### src/rtl/jcn_pkg.sv
// Shared definitions for the jump/branch/interrupt controller.
//   - 6-bit opcode encodings recognised by the controller
//   - flag bit positions inside flag_ex (zero, carry)
//   - per-cycle action kinds resolved by the top-level decode
//   - vector address helper: base + index * stride
package jcn_pkg;

  localparam logic [5:0] OP_RETI = 6'h10;
  localparam logic [5:0] OP_JMP  = 6'h18;
  localparam logic [5:0] OP_JC   = 6'h1C;
  localparam logic [5:0] OP_JNC  = 6'h1D;
  localparam logic [5:0] OP_JZ   = 6'h1E;
  localparam logic [5:0] OP_JNZ  = 6'h1F;

  localparam int unsigned FLAG_Z = 0;
  localparam int unsigned FLAG_C = 1;

  typedef enum logic [1:0] {
    ACT_NONE,
    ACT_BRANCH,
    ACT_TAKE,
    ACT_RETI
  } act_e;

  // Caller truncates the result to its address width (wraps mod 2^AW).
  function automatic logic [31:0] vec_calc(input logic [31:0] base,
                                           input logic [31:0] stride,
                                           input logic [31:0] idx);
    return base + stride * idx;
  endfunction

endpackage

### src/rtl/jcn_ret_stack.sv
// Synchronous LIFO holding {flags, return address} entries.
//   clk, reset : clock, synchronous active-high reset (clears occupancy)
//   push, din  : write din on top when not full
//   pop        : drop top entry when not empty
//   top        : current top entry (undefined while empty)
//   full/empty : occupancy flags; count : number of stored entries
// A simultaneous push and pop leaves the LIFO unchanged.
module jcn_ret_stack #(
  parameter int unsigned W     = 18,
  parameter int unsigned DEPTH = 4,
  localparam int unsigned CW   = $clog2(DEPTH + 1),
  localparam int unsigned IW   = (DEPTH > 1) ? $clog2(DEPTH) : 1
) (
  input  logic          clk,
  input  logic          reset,
  input  logic          push,
  input  logic          pop,
  input  logic [W-1:0]  din,
  output logic [W-1:0]  top,
  output logic          full,
  output logic          empty,
  output logic [CW-1:0] count
);

  logic [W-1:0]  mem [DEPTH];
  logic [IW-1:0] wr_idx;
  logic [IW-1:0] rd_idx;
  logic          do_push;
  logic          do_pop;

  assign full    = (count == CW'(DEPTH));
  assign empty   = (count == '0);
  assign wr_idx  = IW'(count);
  assign rd_idx  = IW'(count - CW'(1));
  assign top     = mem[rd_idx];
  assign do_push = push && !pop && !full;
  assign do_pop  = pop && !push && !empty;

  always_ff @(posedge clk) begin
    if (reset) begin
      count <= '0;
    end else if (do_push) begin
      count <= count + CW'(1);
    end else if (do_pop) begin
      count <= count - CW'(1);
    end
  end

  // Storage needs no reset: entries above count are never read.
  always_ff @(posedge clk) begin
    if (!reset && do_push) begin
      mem[wr_idx] <= din;
    end
  end

endmodule

### src/rtl/jump_control_nested.sv
// Jump/branch/interrupt controller between decode and the PC mux.
//   clk, reset       : clock, synchronous active-high reset
//   op               : opcode in execute
//   jmp_address_pm   : branch target from program memory
//   current_address  : PC of the instruction in execute
//   flag_ex          : ALU flags (bit0 zero, bit1 carry)
//   irq              : level interrupt requests, edge-detected here
//   jmp_loc          : next PC when pc_mux_sel is high
//   pc_mux_sel       : one-cycle select of jmp_loc
//   flag_restore(_en): flags popped by RETI and their load strobe
//   irq_ack          : one-hot, one-cycle acknowledge of the taken source
//   isr_depth        : return-stack occupancy
//   err_underflow    : sticky, RETI seen with an empty stack
module jump_control_nested
  import jcn_pkg::*;
#(
  parameter int unsigned    AW         = 16,
  parameter int unsigned    FW         = 2,
  parameter int unsigned    NIRQ       = 4,
  parameter int unsigned    DEPTH      = 4,
  parameter logic [AW-1:0]  VEC_BASE   = 16'h00F0,
  parameter int unsigned    VEC_STRIDE = 4,
  localparam int unsigned   DW         = $clog2(DEPTH + 1)
) (
  input  logic            clk,
  input  logic            reset,
  input  logic [5:0]      op,
  input  logic [AW-1:0]   jmp_address_pm,
  input  logic [AW-1:0]   current_address,
  input  logic [FW-1:0]   flag_ex,
  input  logic [NIRQ-1:0] irq,
  output logic [AW-1:0]   jmp_loc,
  output logic            pc_mux_sel,
  output logic [FW-1:0]   flag_restore,
  output logic            flag_restore_en,
  output logic [NIRQ-1:0] irq_ack,
  output logic [DW-1:0]   isr_depth,
  output logic            err_underflow
);

  localparam int unsigned XW = (NIRQ > 1) ? $clog2(NIRQ) : 1;

  logic [NIRQ-1:0]  irq_q;
  logic [NIRQ-1:0]  pending;
  logic             shadow;

  logic [NIRQ-1:0]  win_hot;
  logic [XW-1:0]    win_idx;
  logic             found;
  logic             branch;
  logic             is_reti;
  logic             take;
  logic             underflow;
  logic             push;
  logic             pop;
  logic [AW-1:0]    ret_addr;
  logic [AW-1:0]    vec_addr;
  logic [NIRQ-1:0]  pending_nxt;
  act_e             act;

  logic             stk_full;
  logic             stk_empty;
  logic [AW+FW-1:0] stk_top;

  jcn_ret_stack #(
    .W     (AW + FW),
    .DEPTH (DEPTH)
  ) u_stack (
    .clk   (clk),
    .reset (reset),
    .push  (push),
    .pop   (pop),
    .din   ({flag_ex, ret_addr}),
    .top   (stk_top),
    .full  (stk_full),
    .empty (stk_empty),
    .count (isr_depth)
  );

  // Lowest pending index wins.
  always_comb begin
    win_hot = '0;
    win_idx = '0;
    found   = 1'b0;
    for (int unsigned i = 0; i < NIRQ; i++) begin
      if (pending[i] && !found) begin
        found      = 1'b1;
        win_idx    = XW'(i);
        win_hot[i] = 1'b1;
      end
    end
  end

  always_comb begin
    branch = 1'b0;
    case (op)
      OP_JMP:  branch = 1'b1;
      OP_JZ:   branch = flag_ex[FLAG_Z];
      OP_JNZ:  branch = !flag_ex[FLAG_Z];
      OP_JC:   branch = flag_ex[FLAG_C];
      OP_JNC:  branch = !flag_ex[FLAG_C];
      default: branch = 1'b0;
    endcase
  end

  // A RETI that meets a take while nested tail-chains: the stack is left
  // untouched. A RETI on an empty stack only raises the error; a
  // simultaneous take then pushes normally so its ISR can still return.
  always_comb begin
    is_reti     = (op == OP_RETI);
    take        = found && !stk_full && !shadow;
    underflow   = is_reti && stk_empty;
    push        = take && !(is_reti && !stk_empty);
    pop         = is_reti && !stk_empty && !take;
    ret_addr    = branch ? jmp_address_pm : current_address;
    vec_addr    = AW'(vec_calc(32'(VEC_BASE), VEC_STRIDE, 32'(win_idx)));
    // Clearing on ack happens before new edges are merged in.
    pending_nxt = (pending & ~(take ? win_hot : '0)) | (irq & ~irq_q);
    if (take) begin
      act = ACT_TAKE;
    end else if (pop) begin
      act = ACT_RETI;
    end else if (branch) begin
      act = ACT_BRANCH;
    end else begin
      act = ACT_NONE;
    end
  end

  always_ff @(posedge clk) begin
    if (reset) begin
      irq_q           <= '0;
      pending         <= '0;
      shadow          <= 1'b0;
      jmp_loc         <= '0;
      pc_mux_sel      <= 1'b0;
      flag_restore    <= '0;
      flag_restore_en <= 1'b0;
      irq_ack         <= '0;
      err_underflow   <= 1'b0;
    end else begin
      irq_q           <= irq;
      pending         <= pending_nxt;
      shadow          <= take;
      pc_mux_sel      <= 1'b0;
      flag_restore_en <= 1'b0;
      irq_ack         <= '0;
      if (underflow) begin
        err_underflow <= 1'b1;
      end
      case (act)
        ACT_TAKE: begin
          jmp_loc    <= vec_addr;
          pc_mux_sel <= 1'b1;
          irq_ack    <= win_hot;
        end
        ACT_RETI: begin
          jmp_loc         <= stk_top[AW-1:0];
          flag_restore    <= stk_top[AW+FW-1:AW];
          flag_restore_en <= 1'b1;
          pc_mux_sel      <= 1'b1;
        end
        ACT_BRANCH: begin
          jmp_loc    <= jmp_address_pm;
          pc_mux_sel <= 1'b1;
        end
        default: ;
      endcase
    end
  end

endmodule

### config.mk
export PLATFORM = sky130hd
export DESIGN_NAME = jump_control_nested
export DESIGN_NICKNAME = d
export VERILOG_FILES = /design/src/rtl/jcn_pkg.sv /design/src/rtl/jcn_ret_stack.sv /design/src/rtl/jump_control_nested.sv
export SDC_FILE = /design/constraint.sdc
export NUM_CORES = 1
export LEC_CHECK = 0
export BUFFER_PORTS_ARGS = -buffer_cell sky130_fd_sc_hd__buf_4
export CAP_MARGIN = 20
export CELL_PAD_IN_SITES_DETAIL_PLACEMENT = 0
export CELL_PAD_IN_SITES_GLOBAL_PLACEMENT = 1
export CORE_ASPECT_RATIO = 0.8
export CORE_MARGIN = 5
export CORE_UTILIZATION = 48
export CTS_BUF_LIST = sky130_fd_sc_hd__clkbuf_4 sky130_fd_sc_hd__clkbuf_8
export DETAILED_ROUTE_END_ITERATION = 10
export PLACE_DENSITY = 0.93
export RECOVER_POWER = 100
export SYNTH_ARGS = -nofsm -noshare
export SYNTH_HDL_FRONTEND = slang
export SYNTH_SLANG_ARGS = --single-unit
### constraint.sdc
create_clock -name clk -period 4.7 [get_ports clk]
set_clock_uncertainty 0.2 [all_clocks]
set_input_delay 0.235 -clock clk [delete_from_list [all_inputs] [get_ports clk]]
set_output_delay 0.235 -clock clk [all_outputs]
set_load 0.02 [all_outputs]
==> out/metrics.yaml <==
clocking:
  post-cts-setup-buffers: 0
  numCtsBuffers: 9
  cts_tree: "yes"
  clockBufferDepth: 2
  root_buffer: "clkbuf_8"
  h-tree-depth: 3
  clock_latency_ns: 0.38
  cts_sinks: 109
  clkTransAtPathRegs_ns: 0.11
timing:
  tightest_slew_ns: 1.822
  slew_violations: 64
  fmax_mhz: 270.1
  relSlewSlack: -0.2147
  finalHoldViolations: 0
  final.min_clock_period_ns: 3.703
  period_share: 0.7878
  hold_slack_ns: 0.03106
  setup_viol: 0
  setup_ws_ns: 0.9974
  rsz0062_at_grt: "false"
  fin_tns_setup_ns: 0
worst_hold_path:
  hold_depth: 2
  hold_path.class: "in2reg"
  hold_end: "u_stack.mem[3][11]$_DFFE_PP_"
  holdCritStartpoint: "current_address[11]"
floorplanning:
  core_mm2: 0.009193
  die-area_mm2: 0.01162
  io_pins: 74
  rows: 31
  die_x_um: 119.3
  start_util: 0.4990
  die_y_um: 97.44
synth:
  synth_compound_area_frac: 0.1026
  synth_top_area_cell: "edfxtp_1"
  synth_nets: 364
  synth_cell_types: 48
  synth_edf_count: 72
  async_flop_share: 0
  yosys.area.top_type_share: 0.4714
  netlist_area_mm2: 0.004587
  synth-xor-area-share: 0.003819
  synth_flop_cell: "edfxtp_1"
  synth_cells: 313
  yosys_warnings: 0
  synthMuxAreaShare: 0.1187
  synthTopCellsByArea: "edfxtp_1, dfxtp_1, mux4_2"
  avgSynthCellArea_um2: 14.65
  yosysSeqAreaShare: 0.6328
  yosys.area_share.simple: 0.08865
  ys_ff_latch: 109
  synth_top_family_by_area: "multiplexers"
  synthAdderAreaFrac: 0.01364
run_status:
  violations: "capacitance limit, slew limit"
  outcome: "complete, but fails checks"
pwr:
  p_leak_nw: 1.840
  report.power.total_mw: 2.133
  peakVddDrop_v: 0.0001727
  p_per_area_mw_per_mm2: 403.2
placement:
  dpl_cell_area_mm2: 0.005196
  port_buffers: 73
  dp_hpwl_um: 6099
  preCtsSetupSlack_ns: 1.464
  gp_congestion: 0.7008
setup_path:
  reg2regPathDepth: 6
  worst_path_most_repeated_cell: "clkbuf_1"
  slowest_delay_ns: 1.35
  critPathTopFamily: "buffers and inverters"
  end_kind: "flop"
  rr_startpoint: "u_stack.count[1]$_SDFFE_PP0P_"
  worstSetupPathType: "in2reg"
  worstPathRequired_ns: 4.49
  worstReg2RegEnd: "u_stack.mem[0][15]$_DFFE_PP_"
  crit_chain: "dlygate4sd3_1 -> clkbuf_1 -> xor2_1 -> and3_1 -> o311ai_0 -> clkbuf_1 -> o21ai_0"
  crit_buf_inv: 3
  critPathMaxFanout: 39
  crit_arrival_ns: 3.49
  start_kind: "input pin"
  critPathSlowestCell: "clkbuf_1"
  r2r_slack_ns: 1.13
finish:
  antenna_cells: 0
  final_nets: 443
  final_area_mm2: 0.005291
  synthToLayoutAreaGrowth_pct: 15.36
  fillerInstances: 764
  drive_above_1_share: 0.2191
grt:
  antenna_found_initial: 0
  grt_start_max_net_pins: 41
  overflow: 0
  grt_pass1_wl_um: 14970
  grt.total_usage: 0.1635
  grt_pass1_vias: 2915
routing:
  totalWireLength_um: 9111
  vias: 2774
  avgRoutedWirePerCell_um: 17.79
  vias_per_cell: 5.418
  wl_met1_um: 4158
  wl_met3_um: 583
  dr.max_layer_used: "met4"
  drt_pass1_iterations: 5
  ant_nets: 0
  drc: 0
  route.met2.wl_um: 4292
  drt-initial-drc-count: 265
flow_run:
  max-cap-violations: 2
[layout make-up]
type                    count  area, um2  share of cell area
clock inverters             6      62.56             0.01182
inverters                  18      67.56             0.01277
flip-flops and latches    109       2903              0.5486
repair buffers             83      526.8             0.09955
multi-input cells         171       1456              0.2752
clock buffers              10      131.4             0.02483
well taps                 115      143.9             0.02719
[sequential cells by signal (all words and copies together), names as in the netlist]
register / count
u_stack.count: 3
u_stack.mem: 72
shadow: 1
err_underflow: 1
irq_ack: 4
flag_restore: 2
flag_restore_en: 1
pending: 4
jmp_loc: 16
irq_q: 4
pc_mux_sel: 1
[where the power goes]
group / switching [mW] / total (mW) / internal [mW]
clock network: 0.334 / 0.549 / 0.215
logic: 0.257 / 0.449 / 0.192
registers: 0.0301 / 1.13 / 1.10
[cells in the mapped netlist (3+ instances only)]
master / instances
a21oi_1: 9
a221oi_1: 5
a221oi_2: 8
and2_1: 4
buf_6: 3
clkbuf_1: 4
clkbuf_8: 3
dfxtp_1: 37
edfxtp_1: 72
ha_1: 5
inv_1: 18
mux2_2: 12
mux4_2: 17
nand2_1: 23
nand2b_1: 7
nor2_1: 16
nor2b_1: 9
o21a_1: 4
o21ai_0: 19
o32ai_1: 4
[worst register-to-register path: cells and delay by family, from the launching register on]
kind	cells	cell delay, ns
AND/OR/NAND/NOR	3	1.67
AO/OA/AOI/OAI	1	0.53
flip-flops	1	0.43
adder cells (fa/ha/maj)	1	0.24
buffers and inverters	1	0.11
[routing by layer]
metal	track usage	vias up
met5	0	-
met4	0.03697	0
met3	0.05297	8
met2	0.2640	79
met1	0.2169	1349
li1	-	1338
[kinds of logic (layout without fill, tap and decap cells)]
logic type / Yosys count / count (layout)
adder cells (fa/ha/maj): 5 / 5
flip-flops: 109 / 109
AND/OR/NAND/NOR: 76 / 76
AO/OA/AOI/OAI: 58 / 58
multiplexers: 30 / 30
buffers and inverters: 33 / 117
XOR/XNOR: 2 / 2
[through the flow]
step                        util  cells
after floorplan                -    313
after global placement    0.5653    488
after detailed placement  0.5653    488
after CTS                 0.5940    511
after global routing      0.5756    512
final                     0.5756    512
[worst max-delay path by stage]
stage	from	end	slack, ns	cells after the start
final	flag_ex[0]	u_stack.mem[3][4]$_DFFE_PP_	1.0	7
after global routing	flag_ex[0]	u_stack.mem[3][4]$_DFFE_PP_	0.74	7
after CTS	u_stack.count[1]$_SDFFE_PP0P_	u_stack.mem[2][10]$_DFFE_PP_	1.44	6
after detailed placement	u_stack.count[1]$_SDFFE_PP0P_	u_stack.mem[2][4]$_DFFE_PP_	1.46	6
after global placement	u_stack.count[1]$_SDFFE_PP0P_	u_stack.mem[0][11]$_DFFE_PP_	1.62	6
after floorplan	u_stack.count[0]$_SDFFE_PP0P_	u_stack.mem[0][0]$_DFFE_PP_	1.28	7
[placed cells by master (no fill, tap or decap), types with 2 or more instances in the layout]
cell / synthesis / final
inv_1: 18 / 18
o21a_1: 4 / 4
o32ai_1: 4 / 4
mux4_2: 17 / 17
a221oi_1: 5 / 12
clkbuf_8: 3 / 9
nor2_1: 16 / 16
nor2b_1: 9 / 9
o21ai_0: 19 / 19
inv_6: 0 / 4
nor3_1: 2 / 2
nand3_1: 2 / 2
edfxtp_1: 72 / 72
nand2b_1: 7 / 7
a21oi_1: 9 / 9
dfxtp_1: 37 / 37
buf_4: 1 / 40
clkbuf_1: 4 / 31
dlygate4sd3_1: 0 / 8
mux2_1: 0 / 12
and2_0: 0 / 4
ha_1: 5 / 5
clkbuf_4: 0 / 5
nand2_1: 23 / 23
or4_4: 2 / 2
and3_1: 2 / 2
[repair_timing]
action | 4_1_cts | 5_1_grt
gates resized for setup | 0 | 0
hold buffers | 7 | 1
endpoints found under the hold margin | 15 | 4
No activity file was read; power rests on OpenSTA's default activity.
